<file path="config.mk">
export PLATFORM = sky130hd
export DESIGN_NAME = clusterv_tile_sram_arbiter
export DESIGN_NICKNAME = d
export VERILOG_FILES = /design/src/rtl/clusterv_tile_sram_pkg.sv /design/src/rtl/clusterv_rr_arb2.sv /design/src/rtl/clusterv_tile_sram_arbiter.sv
export SDC_FILE = /design/constraint.sdc
export NUM_CORES = 1
export LEC_CHECK = 0
export CORE_MARGIN = 10
export CORE_UTILIZATION = 22
export CTS_CLUSTER_DIAMETER = 200
export CTS_CLUSTER_SIZE = 28
export DETAILED_ROUTE_END_ITERATION = 10
export HOLD_SLACK_MARGIN = 0.05
export PLACE_DENSITY = 0.93
export SETUP_SLACK_MARGIN = 0.02
export SLEW_MARGIN = 0
export SYNTH_ARGS = -nofsm -noshare
export SYNTH_HDL_FRONTEND = slang
export SYNTH_SLANG_ARGS = --single-unit
</file>
<file path="constraint.sdc">
create_clock -name clock -period 4.5 [get_ports clock]
set_input_delay 0.675 -clock clock [delete_from_list [all_inputs] [get_ports clock]]
set_output_delay 0.675 -clock clock [all_outputs]
set_load 0.05 [all_outputs]
</file>
<file path="src/rtl/clusterv_tile_sram_pkg.sv">
// clusterv_tile_sram_pkg: shared widths, initiator ids for the tile SRAM arbiter
package clusterv_tile_sram_pkg;
  localparam int ADR_W_DEF = 8;
  localparam int DAT_W_DEF = 32;
  typedef logic init_id_t;
  localparam init_id_t INIT_CORE = 1'b0;
  localparam init_id_t INIT_HOST = 1'b1;
endpackage

</file>
<file path="src/rtl/clusterv_rr_arb2.sv">
// clusterv_rr_arb2: 2-way round-robin arbiter with lock (in: clock, reset, req[1:0], lock[1:0]; out: gnt[1:0], gnt_id)
module clusterv_rr_arb2
  import clusterv_tile_sram_pkg::*;
(
  input  logic       clock,
  input  logic       reset,
  input  logic [1:0] req,
  input  logic [1:0] lock,
  output logic [1:0] gnt,
  output init_id_t   gnt_id
);
  init_id_t last_q, last_d, own_id_q, own_id_d;
  logic own_v_q, own_v_d, held;
  always_comb begin
    // ownership lapses in the first cycle the owner's lock is low, and that cycle arbitrates normally
    held = own_v_q && lock[own_id_q];
    gnt = 2'b00;
    if (!reset) begin
      if (held) gnt[own_id_q] = req[own_id_q];
      else if (&req) gnt[~last_q] = 1'b1;
      else gnt = req;
    end
    gnt_id = gnt[1] ? INIT_HOST : INIT_CORE;
    last_d = |gnt ? gnt_id : last_q;
    own_v_d = |gnt ? lock[gnt_id] : held;
    own_id_d = |gnt ? gnt_id : own_id_q;
  end
  always_ff @(posedge clock or posedge reset)
    if (reset) begin
      last_q <= INIT_HOST;
      own_v_q <= 1'b0;
      own_id_q <= INIT_CORE;
    end else begin
      last_q <= last_d;
      own_v_q <= own_v_d;
      own_id_q <= own_id_d;
    end
endmodule

</file>
<file path="src/rtl/clusterv_tile_sram_arbiter.sv">
// clusterv_tile_sram_arbiter: shares one byte-enable SRAM port between core (i0) and host (i1)
// ports: iN_req/lock/addr/we/sel/wdat in, iN_gnt/rdat/rvalid out; t_* drive the SRAM, t_read_data returns 1 cycle later
module clusterv_tile_sram_arbiter
  import clusterv_tile_sram_pkg::*;
#(
  parameter int ADR_WIDTH = ADR_W_DEF,
  parameter int DAT_WIDTH = DAT_W_DEF
) (
  input  logic                   clock,
  input  logic                   reset,
  input  logic                   i0_req,
  input  logic                   i0_lock,
  output logic                   i0_gnt,
  input  logic [ADR_WIDTH-1:0]   i0_addr,
  input  logic                   i0_we,
  input  logic [DAT_WIDTH/8-1:0] i0_sel,
  input  logic [DAT_WIDTH-1:0]   i0_wdat,
  output logic [DAT_WIDTH-1:0]   i0_rdat,
  output logic                   i0_rvalid,
  input  logic                   i1_req,
  input  logic                   i1_lock,
  output logic                   i1_gnt,
  input  logic [ADR_WIDTH-1:0]   i1_addr,
  input  logic                   i1_we,
  input  logic [DAT_WIDTH/8-1:0] i1_sel,
  input  logic [DAT_WIDTH-1:0]   i1_wdat,
  output logic [DAT_WIDTH-1:0]   i1_rdat,
  output logic                   i1_rvalid,
  output logic [ADR_WIDTH-1:0]   t_addr,
  output logic                   t_write_en,
  output logic [DAT_WIDTH/8-1:0] t_byte_en,
  output logic [DAT_WIDTH-1:0]   t_write_data,
  input  logic [DAT_WIDTH-1:0]   t_read_data
);
  logic [1:0] gnt;
  init_id_t gnt_id, rd_id_q, rd_id_d;
  logic rd_pend_q, rd_pend_d;
  clusterv_rr_arb2 u_arb (
    .clock(clock),
    .reset(reset),
    .req({i1_req, i0_req}),
    .lock({i1_lock, i0_lock}),
    .gnt(gnt),
    .gnt_id(gnt_id)
  );
  assign i0_gnt = gnt[0];
  assign i1_gnt = gnt[1];
  always_comb begin
    t_write_en = gnt[0] ? i0_we : gnt[1] ? i1_we : 1'b0;
    t_byte_en = gnt[0] ? i0_sel : gnt[1] ? i1_sel : '0;
    t_addr = gnt[0] ? i0_addr : gnt[1] ? i1_addr : '0;
    t_write_data = gnt[0] ? i0_wdat : gnt[1] ? i1_wdat : '0;
    rd_pend_d = |gnt && !t_write_en;
    rd_id_d = gnt_id;
  end
  // async clear drops a read granted just before reset
  always_ff @(posedge clock or posedge reset)
    if (reset) begin
      rd_pend_q <= 1'b0;
      rd_id_q <= INIT_CORE;
    end else begin
      rd_pend_q <= rd_pend_d;
      rd_id_q <= rd_id_d;
    end
  assign i0_rvalid = rd_pend_q && rd_id_q == INIT_CORE;
  assign i1_rvalid = rd_pend_q && rd_id_q == INIT_HOST;
  assign i0_rdat = t_read_data;
  assign i1_rdat = t_read_data;
endmodule
</file>
==> impl_results.md <==
- Cell Area, Synth: around 1300 µm²
- Compound-gate portion of the synthesized area: about two fifths
- Initial Util: 22.79%
- Post-synthesis adder-cell area fraction: 0%
- Row count: 27
- Netlist cell types: 24
- First-pass GRT wire length: around 8500 µm
- Reg-to-Reg End: u_arb.own_v_q
- Via count: 1,369
- Clk slew on worst S/H paths: 0.03 ns
- Total grt overflow: 0
- Top-level I/O count: between 200 and 250
- Dpl hpwl: 5076 µm
- Fraction of layout cells with a size suffix above 1: between 20% and 30%
- WL/cell: 20.12 µm
- Critical path origin: i0_req
- Synth area leader: buf_4
- Reg2reg start: u_arb.own_v_q
- Final hold vios: 0
- Worst slew margin: around three fifths
- HP Class: reg2reg
- Largest family of logic cells by synthesized area: buffers and inverters
- Max-Cap Viols: 0
- Diodes inserted: 0
- Register Area: 126.4 µm²
- Port bufs: 144
- Run status: finished, final reports clean
- Tmin final: around 3.4 ns
- Worst EP required: between 3 and 4 ns
- Post-synthesis simple-gate area fraction: 4.088%
- Core ar.: 5507 µm²
- CP max FO: 33
- Area Overhead vs Synth: 73.58%
- Setup Buffers After CTS: 0
- Post-synthesis xor/xnor area fraction: 0%
- Setup slack, reg-to-reg: 2.73 ns
- Critical Path Start Type: primary input
- Cell leakage power: between 0.0009 and 0.001 µW
- Fillers: roughly 550
- Drt first pass iters: 4
- Mux share of post-synthesis cell area: 0%
- Avg Synthesized Cell Area: 8.596 µm²
- Setup TNS: 0 ns
- Post-DRT Antenna Nets: 0
- Final Setup Violations: 0
- CTS buffer count: 3
- Final Cycle Share: 76.51%
- Resized cells post-CTS: 0
- Gpl congestion: between 0.8 and 0.9
- DR DRC count: 0
- Critical path's largest stage delay: 0.61 ns
- Die Width: 95.53 µm
- Clk_skew: roughly 0.0011 ns
- Crit path buf inv count: 3
- Post-DR vias/cell: 4.656
- Hold Worst Slack: 0.5802 ns
- Synth Net Count: 274
- Placed cell areas: 2133 µm²
- Seq/Total Area, Yosys: 10.07%
- CTS Hold Bufs: 0
- Worst-Skew Late Latency: 0.22 ns
- Design Power: 541.6 µW
- Ordered list of cells on the worst path: clkdlybuf4s50_1 > nor2b_1 > o211a_1 > buf_12 > a22o_1 > buf_4
- Drt total wl: 5915 µm
- GRT Total Usage: 11.95%
- Initial antenna violation count: 0
- Critical path endpoint category: output port
- Placed cells: 290
- Synth Instances: 146
- Worst Reg-to-Reg Cells: 4
- Ranking of synthesized cells by area: buf_4 (39%), a22o_1 (30%), dfrtp_1 (8.0%)
- Max Clk Rate: 0.2905 GHz
- Finished Layout Cells: 294
- Vias in the first global route: 1,608
- Critical path type: in2out
- Die H: 95.53 µm
- Yosys top cell area share: 39.48%
- Htree depth: 1
- Max-slew violation count: 0
- Pin count of the biggest net entering global routing: 51
- VDD IR max: 0.1207 mV
- Root Driver: clkbuf_8
- Crit-path leading delay family: buffers and inverters
- Area of the multi-input gates: 544.3 µm²
- Design Area, Final: approximately 2200 µm²
- PD cells: 248.6 nW/µm²
- Synth warnings: 0
- Worst slew pin tran: about 0.62 ns
- Clk buf depth: 2
- CTS tree: done
- CP endpoint: t_write_data[5]
- Slowest cell on crit path: o211a_1
- Crit path DAT: approximately 2.8 ns
- #FFs+latches synth: 5
- Total die area: 9125 µm²
- Nets: 351
- 1st-iter DRT viols: 11
- TritonCTS sink count: 5
- RSZ-0062 raised after global routing: false
- Critical Path Stages: 6
[worst reg2reg max path, cell delays in order, from the launching register on]
cell	delay [ns]
dfrtp_1	0.35
nand3_1	0.21
a311oi_4	0.39
buf_4	0.51
o311ai_1	0.17
[power by group]
part / switching [µW] / internal, µW / leakage, µW
clock: 21.1 / 60.7 / 0.0000228
combinational: 229 / 169 / 0.000886
sequential: 7.02 / 54.6 / 0.0000612
[routing by layer]
metal	global-route usage, %	up-vias	share of wire (%)
li1	-	621	-
met1	10.02	602	33
met2	22.40	104	49
met3	5.970	42	13
met4	6.511	0	4.0
met5	0	-	0
[Yosys cell counts]
cell and number:
or2b_1 1, nor2b_1 2, a31oi_1 1, o311ai_1 1
buf_2 2, inv_1 5, a311oi_4 1, a22o_2 3
o211a_1 1, nand2b_1 1, and3b_2 1, buf_4 66
and2_1 1, a2111o_1 1, a21o_2 1, a22oi_1 1
a22o_1 43, clkbuf_1 1, dfrtp_1 4, nand3_1 1
buf_6 5, nand2_1 1, dfstp_2 1, o21bai_1 1
[final cells by class]
cell class | count | area share (%)
Clock buffer | 4 | 2.068
Sequential cell | 5 | 5.801
Tap cell | 72 | 4.136
Inverter | 5 | 0.8616
Timing Repair Buffer | 146 | 62.15
Multi-Input combinational cell | 62 | 24.99
[through the flow]
stage	util [%]	setup WS (ns)
4_1_cts	39.56	1.046
3_5_place_dp	38.74	1.052
3_3_place_gp	38.74	1.084
5_1_grt	39.56	0.9258
6_report	39.56	1.057
2_1_floorplan	-	1.795
[kinds of logic (layout without fill, tap and decap cells)]
kind of cell / count (synthesis) / after routing
buf+inv: 79 / 155
compound gates: 54 / 54
flops: 5 / 5
simple gates: 8 / 8
[worst min path at each step]
stage                   start        endpoint  cells after the start  slack [ns]
6_report       u_arb.own_id_q  u_arb.own_id_q                      2        0.58
3_3_place_gp   u_arb.own_id_q  u_arb.own_id_q                      2        0.56
2_1_floorplan           reset         rd_id_q                      1        0.45
4_1_cts        u_arb.own_id_q  u_arb.own_id_q                      2        0.58
5_1_grt          u_arb.last_q    u_arb.last_q                      1        0.60
3_5_place_dp   u_arb.own_id_q  u_arb.own_id_q                      2        0.58
[layout by cell type (no fill, tap or decap)]
| cell type | count |
|---|---|
| nand2_1 | 1 |
| nor2b_1 | 2 |
| o21bai_1 | 1 |
| a2111o_1 | 1 |
| and3b_2 | 1 |
| dfstp_2 | 1 |
| dfrtp_1 | 4 |
| and2_1 | 1 |
| a21o_2 | 1 |
| o311ai_1 | 1 |
| nand3_1 | 1 |
| o211a_1 | 1 |
| a22oi_1 | 1 |
| a22o_2 | 3 |
| a311oi_4 | 1 |
| a22o_1 | 43 |
| nand2b_1 | 1 |
| clkdlybuf4s50_1 | 98 |
| clkbuf_8 | 3 |
| inv_1 | 5 |
| clkbuf_1 | 1 |
| buf_4 | 47 |
| or2b_1 | 1 |
| a31oi_1 | 1 |
| buf_12 | 1 |
[registers in the layout, indices dropped and copies added, names as in the netlist]
register,flops
u_arb.last_q,1
rd_id_q,1
u_arb.own_v_q,1
rd_pend_q,1
u_arb.own_id_q,1
Power figures use the tool's default switching activity.
